--- src/rtl/regfile_write_arbiter_pkg.sv ---
// Shared types and constants for the register-file write arbiter and the register file it feeds.
// Exposes the FSM state type, requester indices and default address/data widths.
package regfile_write_arbiter_pkg;

   typedef enum logic [1:0] {
      IDLE  = 2'd0,
      CLEAR = 2'd1,
      DONE  = 2'd2
   } state_e;

   localparam int REQ_CORE = 0;
   localparam int REQ_DBG  = 1;

   localparam int DEF_ADDR = 4;
   localparam int DEF_SIZE = 32;

endpackage

--- src/rtl/regfile_write_arbiter_rr_arbiter2.sv ---
// Two-way grant logic: round-robin by default, fixed req0 priority when REGARB_FIXED_PRIO_EN is defined.
// The rr pointer names the requester that wins the next tie; it moves to the loser after every grant.
module rr_arbiter2
   import regfile_write_arbiter_pkg::*;
(
`ifndef REGARB_FIXED_PRIO_EN
   input  logic       clk,
   input  logic       rst,
`endif
   input  logic       en_i,
   input  logic [1:0] valid_i,
   output logic [1:0] ready_o
);

`ifdef REGARB_FIXED_PRIO_EN

   always_comb begin
      ready_o = 2'b00;
      if (en_i) begin
         if (&valid_i) ready_o[REQ_CORE] = 1'b1;
         else          ready_o = valid_i;
      end
   end

`else

   logic rr_q, rr_d;

   always_comb begin
      ready_o = 2'b00;
      rr_d    = rr_q;
      if (en_i) begin
         if (&valid_i) ready_o[rr_q] = 1'b1;
         else          ready_o = valid_i;
      end
      // The loser of this grant gets priority on the next tie.
      if (ready_o[REQ_CORE])     rr_d = 1'(REQ_DBG);
      else if (ready_o[REQ_DBG]) rr_d = 1'(REQ_CORE);
   end

   always_ff @(posedge clk or posedge rst) begin
      if (rst) rr_q <= 1'b0;
      else     rr_q <= rr_d;
   end

`endif

endmodule

--- src/rtl/regfile_write_arbiter.sv ---
// Arbitrates the register file write/PC-load port between core and debug, and runs a zero-all clear pass.
// Tie-break is round-robin unless REGARB_FIXED_PRIO_EN is defined (then req0 always wins).
module regfile_write_arbiter
   import regfile_write_arbiter_pkg::*;
#(
   parameter int ADDR = DEF_ADDR,
   parameter int NUMB = 1 << ADDR,
   parameter int SIZE = DEF_SIZE
) (
   input  logic            clk,
   input  logic            Rst,
   input  logic            req0_valid,
   output logic            req0_ready,
   input  logic            req0_pc,
   input  logic [ADDR-1:0] req0_addr,
   input  logic [SIZE-1:0] req0_data,
   input  logic            req1_valid,
   output logic            req1_ready,
   input  logic            req1_pc,
   input  logic [ADDR-1:0] req1_addr,
   input  logic [SIZE-1:0] req1_data,
   input  logic            clear_start,
   output logic            Write_Reg,
   output logic [ADDR-1:0] W_Addr,
   output logic [SIZE-1:0] W_Data,
   output logic            Write_PC,
   output logic [SIZE-1:0] PC_New,
   output logic [1:0]      grant,
   output logic            busy,
   output logic            clear_done
);

   localparam logic [ADDR-1:0] LAST_ADDR = ADDR'(NUMB - 1);

   state_e          state_q, state_d;
   logic [ADDR-1:0] cnt_q, cnt_d;
   logic            wreg_q, wreg_d;
   logic [ADDR-1:0] waddr_q, waddr_d;
   logic [SIZE-1:0] wdata_q, wdata_d;
   logic            wpc_q, wpc_d;
   logic [SIZE-1:0] pcnew_q, pcnew_d;
   logic [1:0]      grant_q, grant_d;
   logic            busy_q, busy_d;
   logic            done_q, done_d;

   logic            arbEn;
   logic [1:0]      ready;
   logic            selPc;
   logic [ADDR-1:0] selAddr;
   logic [SIZE-1:0] selData;

   // A clear request in IDLE suppresses any accept in the same cycle.
   assign arbEn = (state_q == IDLE) && !clear_start;

   rr_arbiter2 uArb (
`ifndef REGARB_FIXED_PRIO_EN
      .clk     (clk),
      .rst     (Rst),
`endif
      .en_i    (arbEn),
      .valid_i ({req1_valid, req0_valid}),
      .ready_o (ready)
   );

   assign req0_ready = ready[REQ_CORE];
   assign req1_ready = ready[REQ_DBG];

   assign selPc   = ready[REQ_DBG] ? req1_pc   : req0_pc;
   assign selAddr = ready[REQ_DBG] ? req1_addr : req0_addr;
   assign selData = ready[REQ_DBG] ? req1_data : req0_data;

   // Outputs are computed one cycle ahead so each strobe lines up with its state.
   always_comb begin
      state_d = state_q;
      cnt_d   = cnt_q;
      wreg_d  = 1'b0;
      waddr_d = waddr_q;
      wdata_d = wdata_q;
      wpc_d   = 1'b0;
      pcnew_d = pcnew_q;
      grant_d = 2'b00;
      busy_d  = 1'b0;
      done_d  = 1'b0;
      unique case (state_q)
         IDLE: begin
            if (clear_start) begin
               state_d = CLEAR;
               cnt_d   = '0;
               wreg_d  = 1'b1;
               waddr_d = '0;
               wdata_d = '0;
               wpc_d   = 1'b1;
               pcnew_d = '0;
               busy_d  = 1'b1;
            end else if (|ready) begin
               grant_d = ready;
               if (selPc) begin
                  wpc_d   = 1'b1;
                  pcnew_d = selData;
               end else begin
                  wreg_d  = 1'b1;
                  waddr_d = selAddr;
                  wdata_d = selData;
               end
            end
         end
         CLEAR: begin
            if (cnt_q == LAST_ADDR) begin
               state_d = DONE;
               done_d  = 1'b1;
            end else begin
               cnt_d   = cnt_q + 1'b1;
               wreg_d  = 1'b1;
               waddr_d = cnt_q + 1'b1;
               wdata_d = '0;
               busy_d  = 1'b1;
            end
         end
         DONE: state_d = IDLE;
         default: state_d = IDLE;
      endcase
   end

   always_ff @(posedge clk or posedge Rst) begin
      if (Rst) begin
         state_q <= IDLE;
         cnt_q   <= '0;
         wreg_q  <= 1'b0;
         waddr_q <= '0;
         wdata_q <= '0;
         wpc_q   <= 1'b0;
         pcnew_q <= '0;
         grant_q <= 2'b00;
         busy_q  <= 1'b0;
         done_q  <= 1'b0;
      end else begin
         state_q <= state_d;
         cnt_q   <= cnt_d;
         wreg_q  <= wreg_d;
         waddr_q <= waddr_d;
         wdata_q <= wdata_d;
         wpc_q   <= wpc_d;
         pcnew_q <= pcnew_d;
         grant_q <= grant_d;
         busy_q  <= busy_d;
         done_q  <= done_d;
      end
   end

   assign Write_Reg  = wreg_q;
   assign W_Addr     = waddr_q;
   assign W_Data     = wdata_q;
   assign Write_PC   = wpc_q;
   assign PC_New     = pcnew_q;
   assign grant      = grant_q;
   assign busy       = busy_q;
   assign clear_done = done_q;

endmodule

--- config.mk ---
export PLATFORM = sky130hd
export DESIGN_NAME = regfile_write_arbiter
export DESIGN_NICKNAME = d
export VERILOG_FILES = /design/src/rtl/regfile_write_arbiter_pkg.sv /design/src/rtl/regfile_write_arbiter_rr_arbiter2.sv /design/src/rtl/regfile_write_arbiter.sv
export SDC_FILE = /design/constraint.sdc
export NUM_CORES = 1
export LEC_CHECK = 0
export CORE_UTILIZATION = 30
export DETAILED_ROUTE_END_ITERATION = 7
export HOLD_SLACK_MARGIN = 0.1
export SKIP_CTS_REPAIR_TIMING = 1
export SLEW_MARGIN = 10
export SYNTH_ARGS = -nofsm -noshare
export SYNTH_HDL_FRONTEND = slang
export SYNTH_SLANG_ARGS = --single-unit
export TNS_END_PERCENT = 10
--- constraint.sdc ---
create_clock -name clk -period 3.8 [get_ports clk]
set_input_delay 0.38 -clock clk [delete_from_list [all_inputs] [get_ports clk]]
set_output_delay 0.38 -clock clk [all_outputs]
set_load 0.005 [all_outputs]
# ---- Yosys cells after proc, flatten, opt, wreduce, memory -nomap -nowiden
# Cells that the tools add are included.
dict set report totals {
  ff_bits 81
  latch_bits 0
  mem_bits_rw 0
  mem_bits_ro 0
  in_bits 79
  output_inout_bits 76
  wordCells 78
  mem_count 0
}
dict set report op_classes {
  add_sub_neg 1
  n_mul 0
  n_div 0
  order_cmp 2
  n_eq_ne 7
  n_shift 0
  mux 43
  bitwise_logic 0
  n_reduce_logical 14
}
# operator n
set ops {}
lappend ops {{$mux W32} 8}
lappend ops {{$pmux W32 S2} 1}
lappend ops {{$mux W4} 6}
lappend ops {{$pmux W4 S2} 2}
lappend ops {{$mux W1} 15}
lappend ops {{$mux W2} 7}
lappend ops {{$reduce_bool A2 Y1} 4}
lappend ops {{$ne A2 B2 Y1 const B} 3}
lappend ops {{$reduce_and A3 Y1} 2}
lappend ops {{$add A4 B1 Y4 const B} 1}
lappend ops {{$eq A4 B4 Y1 const B} 1}
lappend ops {{$pmux W1 S2} 2}
lappend ops {{$pmux W2 S2} 1}
lappend ops {{$reduce_and A2 Y1} 2}
lappend ops {{$reduce_and A4 Y1} 1}
lappend ops {{$ne A3 B2 Y1 const B} 1}
lappend ops {{$ne A3 B3 Y1 const B} 1}
lappend ops {{$eq A2 B1 Y1 const B} 1}
lappend ops {{$logic_and A1 B1 Y1} 2}
lappend ops {{$logic_not A2 Y1} 1}
lappend ops {{$lt A1 B2 Y1 const B} 1}
lappend ops {{$reduce_or A2 Y1} 1}
lappend ops {{$demux W1 S1} 1}
lappend ops {{$ge A1 B1 Y1 const B} 1}
lappend ops {{$logic_not A1 Y1} 1}

# ---- Depth between registers and ports, before layout
# Gate-level depths: netlist of the first run.
dict set report logic_depth {
  depth_word 11
  mapped_depth 7
  ltp_nobuf 5
}

# ---- Hierarchy
# A second synthesis of the first run with hierarchy kept.
dict set report unflattened {
  hier_cells 357
  hier_area_um2 3847.4
}
# module n_inst cells_each area_per_inst_um2 seq_area_each_um2
set by_module_without_submodules {}
lappend by_module_without_submodules {regfile_write_arbiter 1 347 3774.9 2001.9}
lappend by_module_without_submodules {rr_arbiter2 1 10 72.6 25.0}

# ---- Least setup slack after synthesis of the first run
# No wires, ideal clock.
dict set report synth_timing {
  path_type {register to register}
  from {register state_q[1]}
  to {register pcnew_q[10] (netlist: PC_New[10])}
  setup_ns 0.125
  arrival_time_ns 1.847
  required_ns 3.675
  setup_slack_ns 1.828
  path_stages_with_launch 8
  n_path_buf 3
  synth_period_minus_slack_ns 1.972
  path_cell_list {dfrtp_1 -> or3_1 -> buf_6 -> nor3_4 -> a221o_1 -> buf_6 -> buf_12 -> mux2_4}
}
dict set report synth_between {
  elab_chain_cells 7
  word_cells_on_any_way 12
  classes_between {mux: 6; reduce/logical: 6}
}
# element line_no
set synth_lines {}
lappend synth_lines {{start: declaration} regfile_write_arbiter.sv:35} ;# state_e state_q, state_d;
lappend synth_lines {{start signal: assignment} regfile_write_arbiter.sv:137} ;# state_q <= state_d;
lappend synth_lines {{$logic_not A2 Y1 (*)} regfile_write_arbiter.sv:53} ;# assign arbEn = (state_q == IDLE) && !clear_start;
lappend synth_lines {{$logic_and A1 B1 Y1 (*)} regfile_write_arbiter.sv:53}
lappend synth_lines {{$mux W2 (*)} regfile_write_arbiter_rr_arbiter2.sv:32} ;# if (en_i) begin
lappend synth_lines {{net req1_ready} regfile_write_arbiter.sv:18} ;# output logic req1_ready,
lappend synth_lines {{$mux W32} regfile_write_arbiter.sv:70} ;# assign selData = ready[REQ_DBG] ? req1_data : req0_data;
lappend synth_lines {{$mux W32} regfile_write_arbiter.sv:97} ;# if (selPc) begin
lappend synth_lines {{$mux W32} regfile_write_arbiter.sv:95} ;# end else if (|ready) begin
lappend synth_lines {{$mux W32} regfile_write_arbiter.sv:86} ;# if (clear_start) begin
lappend synth_lines {{end signal: assignment} regfile_write_arbiter.sv:143} ;# pcnew_q <= pcnew_d;
lappend synth_lines {{end: declaration} regfile_write_arbiter.sv:41} ;# logic [SIZE-1:0] pcnew_q, pcnew_d;
# Mark *: on every way through the listed nets, which the timed path passes. The rest lies on a longest branch. The select of a mux whose other input is x is not followed.
# A chain may end at the register's enable or synchronous reset.

# ---- Final worst setup path of the first run
dict set report layout_timing {
  from {input clear_start}
  to {register pcnew_q[17] (netlist: PC_New[17])}
}
dict set report layout_between {
  elab_chain_cells 7
  word_cells_on_any_way 12
  classes_between {mux: 6; reduce/logical: 6}
}
# element line_no
set layout_lines {}
lappend layout_lines {{start: declaration} regfile_write_arbiter.sv:22} ;# input logic clear_start,
lappend layout_lines {{$logic_not A1 Y1} regfile_write_arbiter.sv:53}
lappend layout_lines {{$logic_and A1 B1 Y1} regfile_write_arbiter.sv:53}
lappend layout_lines {{$mux W2} regfile_write_arbiter_rr_arbiter2.sv:32}
lappend layout_lines {{$mux W32} regfile_write_arbiter.sv:70}
lappend layout_lines {{$mux W32} regfile_write_arbiter.sv:97}
lappend layout_lines {{$mux W32} regfile_write_arbiter.sv:95}
lappend layout_lines {{$mux W32} regfile_write_arbiter.sv:86}
# Parallel ways exist; a longest one is shown, timed or not. The select of a mux whose other input is x is not followed.

==> results list, run 1 <==
* Maximum buffer depth of the clock tree: 2
* Max cap viols: 0
* Routability-driven placement congestion ratio: 0.801
- Congestion Overflow GR: 0
- Unique masters post-synth: 39
- Synthesis handed over a netlist of about 380 instances.
- Of the synthesized area, sequential elements account for 47.6%.
- Cell internal power was estimated by the tool at around 2.6 mW.
- Starting Density: 30.7%
- Die area: 14700 um2
- After layout, the worst path uses 68.8% of the clock period.
* Final Hold Violating Endpoints: 0
* Time the final worst path needs with I/O delays and setup: roughly 2600 ps
- Net switching fraction of the power: 30.8%
- The placed instances occupy a cell area of ~6000 um2.
- During synthesis, Yosys emitted a total of 0 warnings.
- The number of global-route vias before repair came to 3870.
- Kind of path behind the tightest hold check: input port to asynchronous set/reset pin
- Commonest non-fill, non-tap cell in the layout: sky130_fd_sc_hd__clkdlybuf4s50_1
- Total power density per cell area: 596 nW/um2
- Entering global routing, the biggest net connects between 40 and 50 pins.
- In this run, placement finished with an instance count of 683.
- The signal on the critical path passes through clkdlybuf4s50_1 > or3_1 > nor3_4 > a221o_2 > buf_12 > mux2_4.
- Count of pins over their slew limit: 0
- Crit Path Max Fanout: 18
* Detailed-route via count: 3732
- The top cell types in the final layout, fill and taps aside, are sky130_fd_sc_hd__clkdlybuf4s50_1 (153), sky130_fd_sc_hd__dfrtp_1 (81), sky130_fd_sc_hd__nand2_1 (38).
* Wl on met1: about 5.7 mm
- After synthesis the netlist holds a flip-flop and latch count of 81.
- Worst Path Arrival: 2840 ps
- TritonCTS built the clock tree.
* Horiz. Die Dim: 121 um
- The clock reaches the later pin of the worst-skew pair after 340 ps.
- The count of nets left with antenna violations once routing finished came out at 0.
- Using the TritonRoute via totals, the vias-per-cell ratio works out to 5.34.
- The number of nets handed over by synthesis was 457.
- Transition time at the pin with the least slew margin: about 1000 ps
- Root buf cell: sky130_fd_sc_hd__clkbuf_16
- RSZ-0062 raised after global routing: false
- Of all flip-flops after synthesis, the portion carrying an async set or reset was 100%.
- Crit path launch type: input port
- The analysis attributes to net switching a power of approximately 1.1 mW.
* Worst setup skew after layout: 5.16 ps
- Post-Synthesis Cell Area: 4260 um2
- Buffers inserted during clock tree synthesis total 9.
* Required time of the critical path: 4020 ps
* Count of non-filler cells in the finished layout: ~700
- Grouping stages by cell kind, the critical path spends the most delay in buffers and inverters.
- The critical path contains buffers and inverters numbering 2 combined.
- Number of flops mapped to enable cells by yosys: 0
- Layout-stage area growth over the synthesis result: 46.3%
* First-pass detailed-route iteration total: 4
* Detailed route wirelength on metal2: 6.04 mm
* Uppermost layer routed: met4
- Initial antenna violation count: 0
- Across the VDD grid, the largest voltage drop is 0.000207 V.
- In this design, the stage delay of the slowest critical-path cell is about 640 ps.
* Max-slew headroom at the worst pin: 32.4%
- In this run the static leakage power is 2.66 nW.
- Path length in cells of the critical path: 6
- I/O pin cnt: 155
- Power share of the sequential group: 35.1%
- Outcome: complete, no violations
- Clock share of power: 24.1%
- In this run the tool buffered the top-level ports with 154 buffer cells.
* Site row count: 43
- DRC violations left: 0
- Per-instance average area after synthesis: between 10 and 15 um2
* Number of levels in the clock H-tree: 3
* Summed area of non-filler cells in the final layout: 6230 um2
- Wire segments on met3 add up to 1.06 mm in the final route.
* Worst Reg2Reg Path Length in Cells: 5
* Global-route usage over all layers: 18.4%
- In this run, the combinational gates consume 40.8% of the power.
- Setup Crit Path Kind: input port to flop
- Most common flop cell mapped by yosys: sky130_fd_sc_hd__dfrtp_1
- The largest individual stage delay along the critical path comes from the cell sky130_fd_sc_hd__a221o_2.
- In this run the vertical extent of the chip is 121 um.
- The worst setup path is captured at a flop.
- Worst hold slack after final layout: 493 ps
- Detail-routed net length per standard cell: 18.6 um
* Count of endpoints failing setup in the final report: 0
- After routing, the total negative slack on setup checks comes to 0 ps.
- Share of the core filled with cells in the final layout: between 40% and 50%
* Clock slew seen by the registers of the worst setup and hold paths: 60 ps
- The wire-length estimate of the detail-placed layout is 8.97 mm.
* Clk sink count: 81
- The first global-routing pass estimated 20.4 mm of wire.
- In this run, the number of DRC markers left after iteration 0 of detailed routing was about 300.
- Maximum frequency from static timing analysis: between 0.3 and 0.4 GHz
* Core Footprint: 13900 um2
* Flop2flop setup slack: 1220 ps
* Final antenna diode count: 0
- Fraction of final layout cells sized beyond drive strength 1: 19.3%
- In the final design database the tool counted 594 nets.
* Post-Route WL: 13.0 mm
[per-stage QoR]
step                setup slack (ps)  power (mW)
finish                          1190        3.71
CTS                             1200        3.75
detailed placement               848        2.84
global route                    1090        3.93
global placement                 918        2.81
floorplan                       1340        2.09
[sequential cells by signal, indices dropped and copies added (netlist names)]
signal / count
grant: 2
W_Data: 32
W_Addr: 4
state_q: 2
Write_PC: 1
busy: 1
PC_New: 32
uArb.rr_q: 1
cnt_q: 4
Write_Reg: 1
clear_done: 1
[power groups by stage]
| stage | clock network, mW | registers, mW | logic, mW |
|---|---|---|---|
| 2_1_floorplan | 0 | 1.30 | 0.792 |
| 3_3_place_gp | 0 | 1.32 | 1.50 |
| 3_5_place_dp | 0 | 1.32 | 1.52 |
| 4_1_cts | 0.917 | 1.31 | 1.53 |
| 5_1_grt | 0.953 | 1.34 | 1.63 |
| 6_report | 0.896 | 1.30 | 1.51 |
[layout make-up]
type	count	area (um2)
Fill cell	1309	7650
Timing Repair Buffer	165	1640
Tap cell	180	225
Clock inverter	2	35.0
Sequential cell	81	2030
Clock buffer	14	274
Inverter	7	27.5
Multi-Input combinational cell	250	2000
[worst reg2reg max path: cells and delay by family, from the launching register on]
family | cells | cell delay, ps
AOI/OAI and AO/OA | 1 | 640
buffers and inverters | 1 | 260
DFF | 1 | 480
and+or+nand+nor | 2 | 770
muxes | 1 | 320
[cell usage after synthesis, types with 2 or more instances]
library cell               number  area, um2
sky130_fd_sc_hd__o31ai_1        4       30.0
sky130_fd_sc_hd__buf_6          2       22.5
sky130_fd_sc_hd__inv_1          7       26.3
sky130_fd_sc_hd__nand2_1       38        143
sky130_fd_sc_hd__mux2_2        36        405
sky130_fd_sc_hd__clkbuf_1      25       93.8
sky130_fd_sc_hd__nand4_1       36        225
sky130_fd_sc_hd__buf_1          3       11.3
sky130_fd_sc_hd__nand2b_1       2       12.5
sky130_fd_sc_hd__dfrtp_1       81       2030
sky130_fd_sc_hd__mux2_4        29        435
sky130_fd_sc_hd__a21oi_1       33        165
sky130_fd_sc_hd__nand3_1        3       15.0
sky130_fd_sc_hd__o311ai_0      32        280
sky130_fd_sc_hd__buf_12         3       60.1
sky130_fd_sc_hd__buf_4          3       22.5
sky130_fd_sc_hd__o32a_1         3       30.0
sky130_fd_sc_hd__nor2_1         7       26.3
sky130_fd_sc_hd__a21boi_0       3       22.5
sky130_fd_sc_hd__o21ai_0        5       25.0
sky130_fd_sc_hd__o22ai_1        2       12.5
sky130_fd_sc_hd__buf_2          3       15.0
[metal layers]
| layer | up-vias | GRT usage, % |
|---|---|---|
| li1 | 1702 | - |
| met1 | 1845 | 23.4 |
| met2 | 167 | 29.2 |
| met3 | 18 | 5.26 |
| met4 | 0 | 7.56 |
| met5 | - | 0 |
[cells by family after synthesis]
kind of cell	Yosys count	share of synthesized area [%]
compound gates	88	14.5
xor+xnor	2	0.411
fa+ha+maj	1	0.294
buf+inv	46	5.91
flops	81	47.6
mux	65	19.7
simple gates	94	11.5
[path summary, 6_finish.rpt]
| check | to | from |
|---|---|---|
| setup / recovery | PC_New[17] | clear_start |
| hold / removal | W_Data[10] | Rst |
| setup reg to reg | PC_New[17] | state_q[0] |
| hold reg to reg | W_Data[6] | W_Data[6] |
| max in group asynchronous | PC_New[28] | Rst |
| min in group clk | W_Data[6] | W_Data[6] |
Note: power is estimated with default switching activity, not from simulation.
==> inputs of run 2 (changes only) <==
==> constraint.sdc (replaced) <==
create_clock -name clk -period 2.7 [get_ports clk]
set_input_delay 0.27 -clock clk [delete_from_list [all_inputs] [get_ports clk]]
set_output_delay 0.27 -clock clk [all_outputs]
set_load 0.005 [all_outputs]
==> run 2 against run 1 <==
Non-clock buffer count rose by 3; register-to-register slack got worse by 780 ps; clock power rose by 51%; largest power group unchanged; worst hold slack got worse by 230 ps; highest routed layer unchanged; core utilization rose by 0.32 points; worst setup slack got worse by 950 ps; via count rose by 1.3%; die area did not move.
==> results list, run 2 (synthesis results as in run 1) <==
* PortBufs: 154 (unchanged)
- In this run the top signal layer used is met4.
- Worst Path Arrival: 2190 ps (-650 ps)
* Worst hold slack after final layout: 262 ps (-231 ps)
- The critical path goes through or3_1 > nor3_4 > clkdlybuf4s50_1.
- Clock share of power: 25.3% (+1.2 points)
- Total negative slack for setup checks: 0 ps (unchanged)
* Detailed-route via count: 3779 (+1.3%)
- The initial detailed-routing violation count was 254 (-16%).
- Power share of the sequential group: 34.5% (-0.6 points)
- Placed wire-length estimate: 8.94 mm (-0.29%)
* Starting Density: 30.7% (unchanged)
* Met3 WL: 1.03 mm (-2.5%)
* Fraction of final layout cells sized beyond drive strength 1: 19.8% (+0.50 points)
- The net switching power came to 1.64 mW (+43%).
- Flop2flop setup slack: 440 ps (-780 ps)
* Setup Crit Path Kind: flop to output pin
- The first-pass iteration count of the detailed router is 6 (+2).
- Wl on met1: 5.75 mm (+1.5%)
- The transition time at the pin with the least slew margin came to 859 ps (-154 ps).
- Final cycle utilization of the critical path: 91.1%
- Final net count: 597 (+0.51%)
* Count of nets left with antenna violations after detail routing: 0 (unchanged)
- Total placed cells including tap cells: 686 (+0.44%)
* Commonest cells after routing, fill and taps aside: sky130_fd_sc_hd__clkdlybuf4s50_1 (153), sky130_fd_sc_hd__dfrtp_1 (81), sky130_fd_sc_hd__nand2_1 (38)
- Clk sink count: 81 (unchanged)
- Routability-driven placement congestion ratio: 0.848 (+5.9%)
- The global-route congestion overflow total was 0 (unchanged).
- First-pass GRT wire length: 20.8 mm (+2.0%)
* Detail-routed net length per standard cell: 18.9 um (+1.5%)
- TritonCTS built the clock tree.
- Crit Path Max Fanout: 8 (-10)
* Maximum number of pins on one net before global-route repair: 38 (-14%)
- Initial antenna violation count: 0 (unchanged)
- The placed cell area came to 5940 um2 (+0.38%).
- Worst setup skew after layout: 6.98 ps (+1.82 ps)
* Vert. Die Dim: 121 um (unchanged)
- The number of top-level pins is 155 (unchanged).
- The total power per unit cell area came to 853 nW/um2 (+43%).
* Commonest non-fill, non-tap cell in the layout: sky130_fd_sc_hd__clkdlybuf4s50_1
* Required time of the critical path: 2430 ps (-1590 ps)
- STA classifies the critical path startpoint as a flop.
- Layout-stage area growth over the synthesis result: 47.3%
- Tracing the worst setup path back leads to its startpoint at state_q[1].
- In this run the worst hold path is classified as input port to asynchronous set/reset pin.
- Leakage power summed over all cells: 2.68 nW (+0.95%)
- Post-Route WL: 13.3 mm (+1.8%)
- Based on the critical path, the design can be clocked at up to 0.406 GHz.
* DRC violations left: 0 (unchanged)
- The H-tree depth came to 3 (unchanged).
- Site row count: 43 (unchanged)
- The startpoint identified for the worst register-to-register timing path is state_q[1].
- The number of standard cells in the layout, taps in and fillers out came to 701 (+0.29%).
- Source-to-sink clock delay at the later pin of the worst-skew pair: 340 ps (about the same)
- The total inserted antenna cells is 0 (unchanged).
- Reg-to-reg endpoint: PC_New[29]
* Outcome: complete, no violations
- The number of global-route vias before repair is 3818 (-1.3%).
- Type of destination of the critical path: output pin
* Maximum buffer depth of the clock tree: 2 (unchanged)
- The worst-case vdd ir drop was 0.000322 V (+56%).
- Master of the slowest instance on the critical path: sky130_fd_sc_hd__clkdlybuf4s50_1
- Final Hold Violating Endpoints: 0 (unchanged)
- Time the final worst path needs with I/O delays and setup: 2460 ps
- Internal cell power: 3.71 mW (+44%)
- Setup repair after global routing left no endpoint under its margin.
* Worst Reg2Reg Path Length in Cells: 5 (unchanged)
- Kind of cell with the highest combined delay on the critical path: simple AND/OR/NAND/NOR gates
* Root buf cell: sky130_fd_sc_hd__clkbuf_16
- Max-slew headroom at the worst pin: 42.7% (+10 points)
* Core Footprint: 13900 um2 (unchanged)
* Die area: 14700 um2 (unchanged)
- The combined buffer and inverter count along the critical path is 1 (-1).
- Largest stage delay on the critical path: 580 ps (-60 ps)
- Combinational cell fraction of total power: 40.2% (-0.6 points)
* Clock slew seen by the registers of the worst setup and hold paths: 60 ps (about the same)
- The max capacitance violation total is 0 (unchanged).
- Total clock buffers created by CTS: 9 (unchanged)
* Count of endpoints failing setup in the final report: 0 (unchanged)
- The horizontal die dimension was 121 um (unchanged).
- Global-route usage over all layers: 18.8% (+0.38 points)
- The routed length on met2 was 6.20 mm (+2.7%).
- The share of total power consumed by net switching is 30.6% (-0.23 points).
* Summed area of non-filler cells in the final layout: 6270 um2 (+0.70%)
* Count of pins over their slew limit: 0 (unchanged)
- Post-DR vias/cell: 5.39 (+0.97%)
==> run 2: worst max-delay path by stage <==
| stage | slack, ps | cells after the start | to |
|---|---|---|---|
| 2_1_floorplan | 350 | 1 | PC_New[0] |
| 3_3_place_gp | 400 | 6 | PC_New[31] |
| 3_5_place_dp | 320 | 6 | PC_New[30] |
| 4_1_cts | 260 | 3 | req1_ready |
| 5_1_grt | 180 | 3 | req1_ready |
| 6_report | 240 | 3 | req1_ready |
==> run 2: routing by layer <==
| layer | track usage (%) | vias up |
|---|---|---|
| met5 | 0 | - |
| met4 | 8.72 | 0 |
| met3 | 4.61 | 19 |
| met2 | 29.3 | 167 |
| met1 | 24.4 | 1871 |
| li1 | - | 1722 |
==> run 2: final cells by class <==
class / instances / area, um2
well taps: 180 / 225
clock buffers: 13 / 270
repair buffers: 168 / 1670
multi-input cells: 250 / 2000
inverters: 7 / 27.5
flip-flops and latches: 81 / 2030
clock inverters: 2 / 60.1
fillers: 1276 / 7610
==> run 2: power groups by stage <==
stage | combinational, mW | sequential [mW] | clock (mW)
CTS | 2.16 | 1.85 | 1.38
finish | 2.15 | 1.85 | 1.35
global placement | 2.12 | 1.85 | 0
floorplan | 1.12 | 1.83 | 0
detailed placement | 2.16 | 1.86 | 0
global route | 2.33 | 1.89 | 1.43
==> run 2: stage by stage <==
stage,utilization [%],worst slack (ps),total power [mW]
4_1_cts,45.2,258,5.39
5_1_grt,45.2,182,5.64
3_5_place_dp,42.8,322,4.02
2_1_floorplan,-,350,2.94
3_3_place_gp,42.8,397,3.98
6_report,45.2,240,5.35
==> run 2: worst register-to-register path: stages, from the launching register on <==
cell	delay (ps)
sky130_fd_sc_hd__dfrtp_1	480
sky130_fd_sc_hd__or3_1	550
sky130_fd_sc_hd__nor3_4	230
sky130_fd_sc_hd__a221o_2	220
sky130_fd_sc_hd__buf_12	270
sky130_fd_sc_hd__mux2_2	380
